**src/rtl/clk_div_prog.sv**
```systemverilog
// Runtime-programmable integer clock divider with glitch-free divisor updates at period
// boundaries, optional exact 50% duty for odd divisors, and a per-period tick.
module clk_div_prog #(
  parameter int unsigned DIV_W       = 8,
  parameter int unsigned DEFAULT_DIV = 6
) (
  input  logic             clk_in,
  input  logic             reset,
  input  logic             en,
  input  logic             div_load,
  input  logic [DIV_W-1:0] div_val,
  input  logic             duty50_odd,
  output logic             clk_out,
  output logic             tick,
  output logic [DIV_W-1:0] div_active,
  output logic             upd_pend,
  output logic             load_err
);

  localparam logic [DIV_W-1:0] DefDiv = DIV_W'(DEFAULT_DIV);
  localparam logic [DIV_W-1:0] MinDiv = DIV_W'(2);

  logic [DIV_W-1:0] cnt_q, cnt_d;
  logic [DIV_W-1:0] div_q, div_d;
  logic [DIV_W-1:0] pend_div_q, pend_div_d;
  logic             duty_q, duty_d;
  logic             pend_duty_q, pend_duty_d;
  logic             pend_q, pend_d;
  logic             pos_q, pos_d;
  logic             tick_q, tick_d;
  logic             load_err_q, load_err_d;
  logic             neg_q;

  logic             wrap, apply, load_ok, duty_eff;
  logic [DIV_W-1:0] n_eff, half, high;

  always_comb begin
    wrap     = (cnt_q == div_q - DIV_W'(1));
    apply    = en & wrap & pend_q;
    n_eff    = apply ? pend_div_q : div_q;
    duty_eff = apply ? pend_duty_q : duty_q;
    half     = n_eff >> 1;
    // Odd N without exact-duty mode keeps the extra cycle in the high phase.
    high     = (n_eff[0] && !duty_eff) ? half + DIV_W'(1) : half;

    cnt_d  = cnt_q;
    pos_d  = pos_q;
    tick_d = 1'b0;
    div_d  = div_q;
    duty_d = duty_q;
    if (en) begin
      cnt_d  = wrap ? '0 : cnt_q + DIV_W'(1);
      pos_d  = (cnt_d < high);
      tick_d = wrap;
      if (apply) begin
        div_d  = pend_div_q;
        duty_d = pend_duty_q;
      end
    end

    // A load landing on the wrap edge is held for the following boundary.
    load_ok     = div_load && (div_val >= MinDiv);
    load_err_d  = div_load && (div_val < MinDiv);
    pend_d      = pend_q;
    pend_div_d  = pend_div_q;
    pend_duty_d = pend_duty_q;
    if (load_ok) begin
      pend_d      = 1'b1;
      pend_div_d  = div_val;
      pend_duty_d = duty50_odd;
    end else if (apply) begin
      pend_d = 1'b0;
    end
  end

  always_ff @(posedge clk_in) begin
    if (reset) begin
      cnt_q       <= DefDiv - DIV_W'(1);
      pos_q       <= 1'b0;
      tick_q      <= 1'b0;
      div_q       <= DefDiv;
      duty_q      <= 1'b0;
      pend_q      <= 1'b0;
      pend_div_q  <= DefDiv;
      pend_duty_q <= 1'b0;
      load_err_q  <= 1'b0;
    end else begin
      cnt_q       <= cnt_d;
      pos_q       <= pos_d;
      tick_q      <= tick_d;
      div_q       <= div_d;
      duty_q      <= duty_d;
      pend_q      <= pend_d;
      pend_div_q  <= pend_div_d;
      pend_duty_q <= pend_duty_d;
      load_err_q  <= load_err_d;
    end
  end

  // Half-cycle delayed copy stretches the high phase by half a period in exact-duty mode.
  always_ff @(negedge clk_in) begin
    neg_q <= pos_q;
  end

  assign clk_out    = pos_q | (duty_q & div_q[0] & neg_q);
  assign tick       = tick_q;
  assign div_active = div_q;
  assign upd_pend   = pend_q;
  assign load_err   = load_err_q;

endmodule
```
**config.mk**
```make
export PLATFORM = sky130hd
export DESIGN_NAME = clk_div_prog
export DESIGN_NICKNAME = d
export VERILOG_FILES = /design/src/rtl/clk_div_prog.sv
export SDC_FILE = /design/constraint.sdc
export NUM_CORES = 1
export LEC_CHECK = 0
export ABC_AREA = 1
export BUFFER_PORTS_ARGS = -buffer_cell sky130_fd_sc_hd__buf_2
export CAP_MARGIN = 15
export CELL_PAD_IN_SITES_DETAIL_PLACEMENT = 1
export CELL_PAD_IN_SITES_GLOBAL_PLACEMENT = 2
export CORE_ASPECT_RATIO = 1.75
export CORE_UTILIZATION = 34
export CTS_CLUSTER_SIZE = 28
export DETAILED_ROUTE_END_ITERATION = 10
export GPL_ROUTABILITY_DRIVEN = 0
export GPL_TIMING_DRIVEN = 0
export PLACE_DENSITY_LB_ADDON = 0.12
export REMOVE_ABC_BUFFERS = 1
export SLEW_MARGIN = 20
export SYNTH_ARGS = -nofsm -noshare
export SYNTH_HDL_FRONTEND = slang
export SYNTH_SLANG_ARGS = --single-unit
export TNS_END_PERCENT = 5
```
**constraint.sdc**
```tcl
create_clock -name clk_in -period 5.75 [get_ports clk_in]
set_input_delay 1.15 -clock clk_in [delete_from_list [all_inputs] [get_ports clk_in]]
set_output_delay 1.15 -clock clk_in [all_outputs]
set_load 0.01 [all_outputs]
```
==> results.txt, run 1 <==
Status: complete, no violations
Predominant post-synthesis flop cell: dfxtp_1
Crit-path cells: a31o_2, buf_2
Yosys warnings: 0
M1 GR Usage: 17.4%
Post-synth ARST share: 0%
Worst-path maximum fanout: 1
Die height: 103 um
Worst Setup Start Kind: flip-flop
Routed length per instance: 13.4 um
Clock buffer depth: 2
Post-Synth Simple-Gate Area: 37.0%
First-pass iteration count of the detailed router: 4
GRT met3 Usage: 2.38%
Remaining DRCs: 0
Area of the multi-input gates: 1160 um^2
# clock sinks: 31
Starting density of the core: 35.2%
IO Count: 25
Met2 usage: 40.1%
Share of layout cells above drive strength 1: 18.2%
Setup Crit Path Kind: flip-flop to output port
GRT overflow: 0
Tot GR Track Use: 19.1%
Mean Syn Cell Area: 6.84 um^2
Post-synth EDFFs: 0
H-tree levels: 2
Fillcell total: 790
TritonCTS Buffers: 5
CP bufs+invs: 1
Post-synthesis xor/xnor area fraction: 4.46%
First-pass GRT wire length: 8380 um
Port buffer count: 24
RSZ-0062 raised after global routing: no
Area grow syn2layout: 14.1%
CTS tree: built
Fraction of the mapped netlist area in adder cells: 6.37%
FF+latch area: 621 um^2
Reg2reg path depth: 25
Final wirelength: 5210 um
Worst-path cell with the longest stage delay: dfxtp_1
Inserted Diodes: 0
Skew final: 0.0529 ns
Final Setup Violations: 0
Pins Over Slew Limit: 0
Mapped Area: 1960 um^2
Fin cells: 390
FF+latch count, synth: 31
DRT antenna net count: 0
Seq/Total Area, Yosys: 31.6%
Crit path DAT: 3.86 ns
Busiest grt layer: met2
Distinct cell type count after synthesis: 34
Core Area: 5590 um^2
HP Start: pend_duty_q
Hold Path Stages: 2
Initial antenna violation count: 0
CP endpoint kind: output port
Routed vias: 1840
Worst skew pair latency: 0.34 ns
Hold_buf cts: 0
Site Rows: 36
Worst slew pin tran: 0.554 ns
Hpwl dp: 4160 um
Endpoints failing hold: 0
Final worst setup slack: 0.744 ns
TNS Setup: 0 ns
Worst R2R Setup Slack: 1.95 ns
Leakage power: 0.00111 uW
Relative slew slack: 63.0%
DP Cell Count: 382
Pre-CTS setup slack: 1.09 ns
Largest net degree at the start of global routing: 19
Fin nets: 336
Die Width: 59.5 um
Reg-to-Reg End: pos_q
Total die area: 6100 um^2
Vias/cell: 4.72
CTS clk-pin slew, worst paths: 0.07 ns
Hold WC Path Type: flip-flop to flip-flop
Largest family of logic cells by synthesized area: simple AND/OR/NAND/NOR gates
DR iter-0 viols: 16
Syn Inst Count: 287
Req. time, crit path: 4.60 ns
Worst R2R Start: div_active[0]
Hold endpoint: pend_duty_q
Post-CTS Setup Repair Bufs: 0
Compound-gate portion of the synthesized area: 10.8%
Root buffer cell: clkbuf_8
Worst VDD drop: 0.000147 V
Worst stage delay on the critical path: 0.29 ns
CP delay by family, top: flip-flops
Resized Gates After CTS: 0
Power Density: 232 nW/um^2
Vias in the first global route: 1804
Post-synthesis mux area share: 0.510%
Max cap viols: 0
-- placed cells by master, fill, tap and decap left out, drive strengths merged --
cell type and instances:
dfxtp 31, o21ai 21, xor2 7, or4 1
nor2 49, ha 10, buf 24, nand4 3
inv 43, a211oi 1, xnor2 3, nor4 1
clkinv 2, a21oi 12, clkbuf 5, nor3 4
mux2i 1, nand2 70, or2 2, nand3 21
a31o 1, o211ai 1, o21a 1
-- per-stage QoR --
stage	hold slack [ns]	power, uW	util (%)	cell area, um^2
floorplan	0.429	328	-	1940
global placement	0.444	361	38.7	2160
detailed placement	0.452	364	38.7	2160
CTS	0.462	531	40.1	2240
global route	0.492	554	40.1	2240
finish	0.457	520	40.1	2240
-- metal layers --
metal / share of wire, % / routed length [um] / up-vias
li1: - / - / 956
met3: 1.7 / 87 / 6
met1: 37 / 1910 / 856
met2: 60 / 3140 / 22
met5: 0 / 0 / -
met4: 1.5 / 76 / 0
-- Yosys cell counts (4+ instances only) --
| master | instances | share of area [%] |
|---|---|---|
| a21oi_1 | 12 | 3.1 |
| clkbuf_1 | 4 | 0.76 |
| dfxtp_1 | 31 | 32 |
| ha_1 | 10 | 6.4 |
| inv_1 | 38 | 7.3 |
| nand2_1 | 65 | 12 |
| nand2_2 | 5 | 1.6 |
| nand3_1 | 16 | 4.1 |
| nor2_1 | 44 | 8.4 |
| o21ai_0 | 17 | 4.3 |
| o21ai_2 | 4 | 1.8 |
| xor2_1 | 7 | 3.1 |
-- cell families (layout without fill, tap and decap cells) --
group	count (synthesis)	in the layout
mux	1	1
xor+xnor	10	10
simple gates	151	151
flops	31	31
buf+inv	47	74
fa+ha+maj	10	10
compound gates	37	37
-- worst max-delay path by stage --
stage	from	to	slack [ns]	cells after the start
6_report	neg_q	clk_out	0.74	2
5_1_grt	neg_q	clk_out	0.70	2
4_1_cts	neg_q	clk_out	0.73	2
3_5_place_dp	neg_q	clk_out	1.09	2
3_3_place_gp	neg_q	clk_out	1.09	2
2_1_floorplan	neg_q	clk_out	1.20	1
-- tightest hold or removal path, delay by kind of cell, from the launching register on --
| kind | cells | cell delay (ns) |
|---|---|---|
| flops | 1 | 0.30 |
| buf+inv | 1 | 0.06 |
| compound gates | 1 | 0.05 |
-- area by class of cell --
class                      count  area share [%]
clock inverter                 4           0.726
sequential                    31            27.7
tap                           76            4.24
inverter                      41            7.09
multi-input combinational    209            51.8
clock buffer                   5            3.07
timing repair buffer          24            5.36
-- sequential cells by signal, summed over array words and instances (netlist names) --
signal	count
cnt_q	8
div_active	8
pend_div_q	8
duty_q	1
load_err	1
neg_q	1
pend_duty_q	1
pos_q	1
tick	1
upd_pend	1
-- report_power, final --
part	leakage, uW	total (uW)	switching (uW)	internal [uW]
Combinational	0.000800	114	71.4	42.4
Sequential	0.000255	240	11.6	228
Clock	0.0000558	166	83.9	82.2
(Power assumes the default switching activity.)
==> inputs of run 2 (changes only) <==
Settings changed: ABC_AREA 1 to default, CORE_UTILIZATION 34 to 36.
==> run 2 against run 1 <==
Net effect: critical path depth rose by 16; sequential share of layout area fell by 0.83 points; worst hold slack improved by 0.026 ns; largest power group unchanged.
==> results.txt, run 2 <==
Status: complete, no violations
Initial antenna violation count: 0 (unchanged)
Total die area: 6120 um^2 (+0.45%)
Post-CTS Setup Repair Bufs: 0 (unchanged)
Final Setup Violations: 0 (unchanged)
Worst Setup Start Kind: flip-flop
Inserted Diodes: 0 (unchanged)
Resized Gates After CTS: 0 (unchanged)
RSZ-0062 raised after global routing: no
Pre-CTS setup slack: 0.476 ns (-0.612 ns)
Relative slew slack: 52.4% (-11 points)
Remaining DRCs: 0 (unchanged)
Crit path DAT: 5.25 ns (+1.39 ns)
Tcrit/Tclk final: 87.8%
Leakage power: 0.000859 uW (-23%)
Routed length per instance: 16.0 um (+19%)
Yosys warnings: 0 (unchanged)
Port buffer count: 24 (unchanged)
Largest net degree at the start of global routing: 28 (+9)
Mapped Area: 2090 um^2 (+6.4%)
Hpwl dp: 4280 um (+3.0%)
Worst skew pair latency: 0.35 ns (about the same)
Clock buffer depth: 2 (unchanged)
Routed vias: 1975 (+7.3%)
Count leader, synth: nand2_1
Tmin final: 5.05 ns
Area grow syn2layout: 10.5%
CTS tree: built
Achievable frequency: 198 MHz
Final wirelength: 5790 um (+11%)
Power Density: 281 nW/um^2 (+21%)
H-tree levels: 2 (unchanged)
Vias/cell: 5.44 (+15%)
Post-synth EDFFs: 0 (unchanged)
Most common cell after layout, fill and taps aside: nand2_1
Mean Syn Cell Area: 7.63 um^2 (+11%)
Commonest cells post-synth: nand2_1, dfxtp_1, nand3_1, nor2_1, a21oi_1
Post-synth ARST share: 0% (unchanged)
Synth top area share: 29.7% (-1.9 points)
Most frequent CP cell: ha_1
Seq/Total Area, Yosys: 29.7% (-1.9 points)
Most frequent cells in the layout: nand2_1, dfxtp_1, buf_2, nor2_1, nand3_1
TritonCTS Buffers: 5 (unchanged)
Worst VDD drop: 0.000136 V (-7.1%)
Fin nets: 309 (-8.0%)
DR iter-0 viols: 50 (+34)
Die height: 103 um (+0.23%)
Distinct cell type count after synthesis: 45 (+32%)
Die Width: 59.6 um (+0.22%)
GRT overflow: 0 (unchanged)
Setup Crit Path Kind: flip-flop to flip-flop
Worst slew pin tran: 0.714 ns (+0.160 ns)
CTS clk-pin slew, worst paths: 0.07 ns (about the same)
Worst-path cell with the longest stage delay: or3b_2
Req. time, crit path: 5.95 ns (+1.35 ns)
Vias in the first global route: 2048 (+14%)
Worst-path maximum fanout: 22 (+21)
FF+latch count, synth: 31 (unchanged)
TNS Setup: 0 ns (unchanged)
Hold Path Stages: 2 (unchanged)
Area leader, netlist: dfxtp_1
Crit-path cells: inv_1, ha_1, or3b_2, or4_1, a22oi_1, o2111ai_4, nor2_4, o21ai_0, ha_1, and4_1, xnor2_1, mux2_1, ha_1, a211oi_1, o21ai_0, nor2_1, o21ai_1, o31ai_1
Hold_buf cts: 0 (unchanged)
Predominant post-synthesis flop cell: dfxtp_1
Core Area: 5590 um^2 (unchanged)
Max cap viols: 0 (unchanged)
Skew final: 0.0508 ns (-0.00210 ns)
Final worst setup slack: 0.703 ns (-0.0408 ns)
Syn Inst Count: 274 (-4.5%)
First-pass GRT wire length: 9740 um (+16%)
IO Count: 25 (unchanged)
Site Rows: 36 (unchanged)
Starting density of the core: 37.4% (+2.2 points)
DRT antenna net count: 0 (unchanged)
Synth top area cells: dfxtp_1, xnor2_1, ha_1
First-pass iteration count of the detailed router: 4 (unchanged)
Reg2reg path depth: 18 (-28%)
Root buffer cell: clkbuf_8
Endpoints failing hold: 0 (unchanged)
Pins Over Slew Limit: 0 (unchanged)
Worst stage delay on the critical path: 0.49 ns (+0.20 ns)
# clock sinks: 31 (unchanged)
Tot GR Track Use: 21.4% (+2.3 points)
CP endpoint kind: flip-flop
Hold WC Path Type: flip-flop to flip-flop
Share of layout cells above drive strength 1: 12.5% (-5.6 points)
run 2: worst paths after layout:
kind | from | endpoint | slack [ns]
min reg2reg | pend_div_q[0] | div_active[0] | 0.48
max reg2reg | div_active[0] | pos_q | 0.70
min | pend_div_q[0] | div_active[0] | 0.48
max | div_active[0] | pos_q | 0.70
run 2: layer usage:
metal | up-vias | wire [um] | GRT usage [%]
li1 | 999 | - | -
met1 | 949 | 2370 | 22.2
met2 | 21 | 3220 | 41.1
met3 | 6 | 121 | 3.64
met4 | 0 | 82 | 8.41
met5 | - | 0 | 0
run 2: worst max-delay path: cells and delay by family, from the launching register on:
kind,cells,cell delay (ns)
adder cells (fa/ha/maj),3,0.67
flip-flops,1,0.41
XOR/XNOR,1,0.13
AND/OR/NAND/NOR,5,1.66
AO/OA/AOI/OAI,7,1.69
multiplexers,1,0.31
buffers and inverters,1,0.12
run 2: layout make-up:
class	count	area [um^2]
clock buffer	7	76.3
clock inverter	2	8.76
fill	738	3280
inverter	6	22.5
multi-input combinational	217	1370
sequential	31	621
tap	76	95.1
timing repair buffer	24	120
run 2: metrics by stage:
step           total power, uW  std cells  cell area (um^2)  hold slack (ns)  util, %
2_1_floorplan              407        255              2000            0.446        -
3_3_place_gp               474        355              2220            0.477     39.7
3_5_place_dp               477        355              2220            0.488     39.7
4_1_cts                    657        363              2300            0.497     41.2
5_1_grt                    697        363              2310            0.526     41.4
6_report                   649        363              2310            0.483     41.4
run 2: report_power, final:
part	switching [uW]	leakage, uW	internal [uW]
clock network	90.8	0.0000475	85.9
registers	22.0	0.000254	234
logic	135	0.000558	81.6
run 2: kinds of logic after synthesis:
| group | synth area share (%) |
|---|---|
| AOI/OAI and AO/OA | 19.8 |
| xor gates and xnor gates | 9.64 |
| adders and majority gates | 5.99 |
| buffers and inverters | 5.45 |
| DFF | 29.7 |
| muxes | 2.93 |
| and+or+nand+nor | 26.5 |
